`src/rtl/mem_arbiter_if.sv`:
```
// Bus bundle for mem_arbiter: two requester ports plus the memory-side bus.
// slave  : the arbiter's view (takes requests, drives acks and the memory bus).
// master : the environment's view (requesters and the memory device).
interface mem_arbiter_if #(
  parameter int unsigned AW = 16,
  parameter int unsigned DW = 8
);
  // Requester 0 (CPU)
  logic          req0;
  logic [AW-1:0] addr0;
  logic          we0;
  logic [DW-1:0] wdata0;
  logic          ack0;
  logic [DW-1:0] rdata0;
  // Requester 1 (DMA/loader)
  logic          req1;
  logic [AW-1:0] addr1;
  logic          we1;
  logic [DW-1:0] wdata1;
  logic          ack1;
  logic [DW-1:0] rdata1;
  // Memory side
  logic [AW-1:0] mem_a;
  logic          mem_we;
  logic [DW-1:0] mem_dout;
  logic          mem_drive;
  logic [DW-1:0] mem_din;
  // Status
  logic          busy;
  logic          owner;

  modport slave (
    input  req0, addr0, we0, wdata0,
    input  req1, addr1, we1, wdata1,
    input  mem_din,
    output ack0, rdata0, ack1, rdata1,
    output mem_a, mem_we, mem_dout, mem_drive,
    output busy, owner
  );

  modport master (
    output req0, addr0, we0, wdata0,
    output req1, addr1, we1, wdata1,
    output mem_din,
    input  ack0, rdata0, ack1, rdata1,
    input  mem_a, mem_we, mem_dout, mem_drive,
    input  busy, owner
  );
endinterface

```
`src/rtl/mem_arbiter.sv`:
```
// Two-requester single-port memory arbiter: IDLE -> ACCESS -> ACK, one
// transaction per three cycles. Memory outputs come only from latched state,
// never combinationally from requester inputs.
// Build option: define MEM_ARBITER_RR_EN for round-robin tie-break; otherwise
// requester 0 wins every tie.
module mem_arbiter #(
  parameter int unsigned AW = 16,
  parameter int unsigned DW = 8
) (
  input logic          clk,
  input logic          rst,
  mem_arbiter_if.slave bus
);

  typedef enum logic [1:0] {StIdle, StAccess, StAck} state_t;

  state_t        state_q, state_d;
  logic          owner_q, owner_d;
  logic          we_q, we_d;
  logic [AW-1:0] addr_q, addr_d;
  logic [DW-1:0] wdata_q, wdata_d;
  logic [DW-1:0] rdata0_q, rdata1_q;
  logic          win;

  // Winner selection; only consulted in IDLE when at least one request is up.
  always_comb begin
    win = 1'b0;
    if (bus.req0 && bus.req1) begin
`ifdef MEM_ARBITER_RR_EN
      win = ~owner_q;
`else
      win = 1'b0;
`endif
    end else if (bus.req1) begin
      win = 1'b1;
    end
  end

  // Next-state logic and transaction latching.
  always_comb begin
    state_d = state_q;
    owner_d = owner_q;
    we_d    = we_q;
    addr_d  = addr_q;
    wdata_d = wdata_q;
    unique case (state_q)
      StIdle: begin
        if (bus.req0 || bus.req1) begin
          state_d = StAccess;
          owner_d = win;
          we_d    = win ? bus.we1    : bus.we0;
          addr_d  = win ? bus.addr1  : bus.addr0;
          wdata_d = win ? bus.wdata1 : bus.wdata0;
        end
      end
      StAccess: state_d = StAck;
      StAck:    state_d = StIdle;
      default:  state_d = StIdle;
    endcase
  end

  // State and latched-transaction registers.
  always_ff @(posedge clk or posedge rst) begin
    if (rst) begin
      state_q <= StIdle;
      owner_q <= 1'b1;  // so requester 0 takes the first tie
      we_q    <= 1'b0;
      addr_q  <= '0;
      wdata_q <= '0;
    end else begin
      state_q <= state_d;
      owner_q <= owner_d;
      we_q    <= we_d;
      addr_q  <= addr_d;
      wdata_q <= wdata_d;
    end
  end

  // Read data capture at the edge leaving ACCESS; writes leave rdata alone.
  always_ff @(posedge clk or posedge rst) begin
    if (rst) begin
      rdata0_q <= '0;
      rdata1_q <= '0;
    end else if (state_q == StAccess && !we_q) begin
      if (owner_q) rdata1_q <= bus.mem_din;
      else         rdata0_q <= bus.mem_din;
    end
  end

  // Outputs decoded from registered state only.
  always_comb begin
    bus.mem_a     = addr_q;
    bus.mem_dout  = wdata_q;
    bus.mem_we    = (state_q == StAccess) && we_q;
    bus.mem_drive = (state_q == StAccess) && we_q;
    bus.busy      = (state_q != StIdle);
    bus.ack0      = (state_q == StAck) && !owner_q;
    bus.ack1      = (state_q == StAck) && owner_q;
    bus.owner     = owner_q;
    bus.rdata0    = rdata0_q;
    bus.rdata1    = rdata1_q;
  end

endmodule
```
`src/flat_wrapper.sv`:
```
// flat-port wrapper written by rule: the top's interface ports become plain ports
module mem_arbiter_flat 
#(
  parameter int unsigned AW = 16,
  parameter int unsigned DW = 8
)
  (clk, rst, bus_req0, bus_addr0, bus_we0, bus_wdata0, bus_req1, bus_addr1, bus_we1, bus_wdata1, bus_mem_din, bus_ack0, bus_rdata0, bus_ack1, bus_rdata1, bus_mem_a, bus_mem_we, bus_mem_dout, bus_mem_drive, bus_busy, bus_owner);
  mem_arbiter_if #(.AW(AW), .DW(DW)) bus_i ();
  input logic clk;
  input logic rst;
  input wire logic [$bits(bus_i.req0)-1:0] bus_req0;
  input wire logic [$bits(bus_i.addr0)-1:0] bus_addr0;
  input wire logic [$bits(bus_i.we0)-1:0] bus_we0;
  input wire logic [$bits(bus_i.wdata0)-1:0] bus_wdata0;
  input wire logic [$bits(bus_i.req1)-1:0] bus_req1;
  input wire logic [$bits(bus_i.addr1)-1:0] bus_addr1;
  input wire logic [$bits(bus_i.we1)-1:0] bus_we1;
  input wire logic [$bits(bus_i.wdata1)-1:0] bus_wdata1;
  input wire logic [$bits(bus_i.mem_din)-1:0] bus_mem_din;
  output wire logic [$bits(bus_i.ack0)-1:0] bus_ack0;
  output wire logic [$bits(bus_i.rdata0)-1:0] bus_rdata0;
  output wire logic [$bits(bus_i.ack1)-1:0] bus_ack1;
  output wire logic [$bits(bus_i.rdata1)-1:0] bus_rdata1;
  output wire logic [$bits(bus_i.mem_a)-1:0] bus_mem_a;
  output wire logic [$bits(bus_i.mem_we)-1:0] bus_mem_we;
  output wire logic [$bits(bus_i.mem_dout)-1:0] bus_mem_dout;
  output wire logic [$bits(bus_i.mem_drive)-1:0] bus_mem_drive;
  output wire logic [$bits(bus_i.busy)-1:0] bus_busy;
  output wire logic [$bits(bus_i.owner)-1:0] bus_owner;
  assign bus_i.req0 = bus_req0;
  assign bus_i.addr0 = bus_addr0;
  assign bus_i.we0 = bus_we0;
  assign bus_i.wdata0 = bus_wdata0;
  assign bus_i.req1 = bus_req1;
  assign bus_i.addr1 = bus_addr1;
  assign bus_i.we1 = bus_we1;
  assign bus_i.wdata1 = bus_wdata1;
  assign bus_i.mem_din = bus_mem_din;
  assign bus_ack0 = bus_i.ack0;
  assign bus_rdata0 = bus_i.rdata0;
  assign bus_ack1 = bus_i.ack1;
  assign bus_rdata1 = bus_i.rdata1;
  assign bus_mem_a = bus_i.mem_a;
  assign bus_mem_we = bus_i.mem_we;
  assign bus_mem_dout = bus_i.mem_dout;
  assign bus_mem_drive = bus_i.mem_drive;
  assign bus_busy = bus_i.busy;
  assign bus_owner = bus_i.owner;
  mem_arbiter #(.AW(AW), .DW(DW)) u_core (.clk(clk), .rst(rst), .bus(bus_i));
endmodule
```
`config.mk`:
```
export PLATFORM = sky130hd
export DESIGN_NAME = mem_arbiter_flat
export DESIGN_NICKNAME = d
export VERILOG_FILES = /design/src/rtl/mem_arbiter_if.sv /design/src/rtl/mem_arbiter.sv /design/src/flat_wrapper.sv
export SDC_FILE = /design/constraint.sdc
export NUM_CORES = 1
export LEC_CHECK = 0
export ABC_CLOCK_PERIOD_IN_PS = 1600
export BUFFER_PORTS_ARGS = -buffer_cell sky130_fd_sc_hd__buf_2
export CAP_MARGIN = 40
export CORE_MARGIN = 2
export CORE_UTILIZATION = 41
export CTS_CLUSTER_DIAMETER = 80
export DETAILED_ROUTE_END_ITERATION = 16
export HOLD_SLACK_MARGIN = 0.12
export PLACE_DENSITY = 0.76
export SLEW_MARGIN = 10
export SYNTH_ARGS = -nofsm -noshare
export SYNTH_HDL_FRONTEND = slang
export SYNTH_SLANG_ARGS = --single-unit
```
`constraint.sdc`:
```
create_clock -name clk -period 1.6 [get_ports clk]
set_clock_uncertainty 0.2 [all_clocks]
set_input_delay 0.08 -clock clk [delete_from_list [all_inputs] [get_ports clk]]
set_output_delay 0.08 -clock clk [all_outputs]
set_load 0.02 [all_outputs]
```
==> impl_metrics.tcl <==
set metrics [dict create \
    run_status "finished, violations left" \
    violations "setup timing" \
    wl_per_cell_um 17.1 \
    power_density_nw_per_um2 1720 \
    cts.htree.levels 2 \
    r2r-start "u_core.state_q[1]" \
    vias 1796 \
    via_per_inst 4.70 \
    initial_utilization 0.427 \
    post-dp-hpwl_um 3410 \
    start_kind "flip-flop" \
    syn_inst 131 \
    syn_area_sq_um 2180 \
    finalCritPeriodShare 1.04 \
    first_pass_iters 5 \
    clock_latency_ns 0.28 \
    async_flop_share 1.00 \
    r2r_cells 4 \
    nets 373 \
    antenna_found_initial 0 \
    rsz0062_at_grt "yes" \
    clkSlewWorstSetupHoldPaths_ns 0.08 \
    cts_max_path_buffers 2 \
    wl_met3_um 232 \
    fp-row-count 26 \
    fin_crit_ns 1.66 \
    clkPwrFrac 0.109 \
    synth.most_common_cell "dfrtp_1" \
    syn_avg_cell_area_sq_um 16.7 \
    required_ns 1.56 \
    holdWs_ns 0.166 \
    synth_area_leader_cell "dfrtp_1" \
    top_layer "met4" \
    endpoint_kind "flip-flop" \
    p_int_mw 3.98 \
    grt_pass1_wl_um 10100 \
    combPwrFrac 0.568 \
    yosysSeqAreaShare 0.505 \
    synth_fp_nets 193 \
    swShare 0.372 \
    drtIter0Drc 38 \
    finalPower_mw 6.34 \
    grt_usage 0.221 \
    p_switching_mw 2.36 \
    critPathKind "flip-flop to flip-flop" \
    vdd.ir_drop.worst_v 0.000966 \
    wl_um 6550 \
    die_x_um 77.0 \
    clock-sinks 44 \
    place.gp.congestion 0.721 \
    max-slew-margin-rel 0.545 \
    cts-root-buf "clkbuf_8" \
    wl_met1_um 2270 \
    grt_max_degree 26 \
    hold_viol 0 \
    hold_class "input pin to asynchronous set/reset pin" \
    wl_met2_um 3810 \
    sequentialPowerShare 0.323 \
    maxCapViolations 0 \
    setup_viol 16 \
    drive_above_1_share 0.638 \
    port_buffers 107 \
    fmax_mhz 601 \
    ys_top_cells_by_area "dfrtp_1, mux2_4, mux2_2" \
    worst_slew_pin_slew_ns 0.678 \
    p_leak_nw 1.88 \
    cts_buffers 5 \
    cp_max_fo 8 \
    yosys_most_used_dff "dfrtp_1" \
    pin_count 108 \
    die_area_sq_um 5920 \
    diodes 0 \
    synth_common_cells "dfrtp_1, mux2_4, mux2_2" \
    r2r_slack_ns -0.06 \
    yosysTopAreaCellShare 0.493 \
    synthDistinctLibCells 18 \
    synth-edff-count 0 \
    yosysWarnings 0 \
    syn_to_final_growth_pct 68.6 \
    rr_endpoint "u_core.bus.rdata0[0]" \
    die_h_um 77.0 \
    synth_seq_cells 44 \
    fin_ws_ns -0.0632 \
    cp.arrival_ns 1.62 \
    grt-ovfl-total 0 \
    core_sq_um 5110 \
    drtAntennaViolNets 0 \
    cts_tree "built" \
    route.detailed.drc 0 \
    grt_pass1_vias 2087 \
    slew_viol_final 0 \
]
cell type report:
cell class	count	area [sq um]
fillers	342	1430
repair buffers	181	1340
flip-flops and latches	44	1100
multi-input cells	77	1050
clock buffers	8	90.1
well taps	70	87.6
inverters	2	7.51
routing by layer:
| metal | global-route usage | up-vias |
|---|---|---|
| li1 | - | 826 |
| met1 | 0.199 | 880 |
| met2 | 0.454 | 69 |
| met3 | 0.0365 | 21 |
| met4 | 0.120 | 0 |
| met5 | 0 | - |
stage by stage:
stage / setup WS, ns / std cells / cell area, sq um / utilization / setup TNS, ns
CTS: -0.0472 / 380 / 3610 / 0.706 / -0.367
finish: -0.0632 / 382 / 3680 / 0.720 / -0.602
floorplan: -0.0279 / 131 / 2190 / - / -0.223
global placement: -0.0267 / 309 / 2820 / 0.552 / -0.262
global route: -0.116 / 382 / 3680 / 0.720 / -1.47
detailed placement: -0.0568 / 309 / 2820 / 0.552 / -0.941
timing repair:
action / in CTS / in global routing
hold endpoints to repair: 87 / 0
pin swaps: 2 / 0
buffers inserted: 1 / 1
hold buffers: 61 / 0
gates cloned: 1 / 1
setup endpoints to repair: 43 / 24
gates resized for setup: 16 / 12
logic make-up (layout without fill, tap and decap cells):
| family | Yosys count | in the layout | synth area share |
|---|---|---|---|
| muxes | 66 | 66 | 0.409 |
| DFF | 44 | 44 | 0.505 |
| buffers and inverters | 10 | 191 | 0.0464 |
| and+or+nand+nor | 8 | 8 | 0.0310 |
| AOI/OAI and AO/OA | 3 | 3 | 0.00803 |
flip-flops by register name, indices dropped and copies added (netlist names):
| name | count |
|---|---|
| u_core.state_q | 2 |
| u_core.bus.rdata1 | 8 |
| u_core.bus.mem_dout | 8 |
| u_core.bus.rdata0 | 8 |
| u_core.bus.owner | 1 |
| u_core.we_q | 1 |
| u_core.bus.mem_a | 16 |
power groups by stage:
stage               Combinational [mW]  Sequential (mW)  Clock (mW)
floorplan                         1.42             2.69           0
global placement                  2.95             2.02           0
detailed placement                3.00             2.03           0
CTS                               3.37             2.02       0.709
global route                      3.77             2.11       0.768
finish                            3.60             2.05       0.694
worst max-delay path, cell delays in order, from the launching register on:
cell and delay, ns:
dfrtp_1 0.41, and2b_2 0.25, nor3b_4 0.19, buf_6 0.18, mux2_4 0.31
worst max-delay path by stage:
stage                       from                    to  slack (ns)  depth (start not counted)
2_1_floorplan  u_core.state_q[1]  u_core.bus.rdata0[0]       -0.03                          3
3_3_place_gp   u_core.state_q[1]  u_core.bus.mem_a[12]       -0.03                          4
3_5_place_dp   u_core.state_q[1]  u_core.bus.mem_a[12]       -0.06                          4
4_1_cts        u_core.state_q[1]  u_core.bus.rdata0[4]       -0.05                          4
5_1_grt        u_core.state_q[1]  u_core.bus.rdata0[4]       -0.12                          4
6_report       u_core.state_q[1]  u_core.bus.rdata0[0]       -0.06                          4
placed cells by master, fill, tap and decap left out:
master	instances
nor3b_1	1
inv_1	1
buf_16	1
buf_12	3
buf_2	105
buf_6	4
dfstp_2	1
and3b_2	1
and2b_2	1
a21oi_1	2
clkinv_1	1
nand2b_1	1
clkbuf_8	6
dfrtp_1	43
o21a_4	1
and3b_1	1
and2_4	1
clkbuf_1	2
dlygate4sd3_1	61
nor3b_4	1
buf_4	6
mux2_2	10
clkbuf_16	1
mux2_4	56
nor2_2	1
Note: power is estimated with default switching activity, not from simulation.
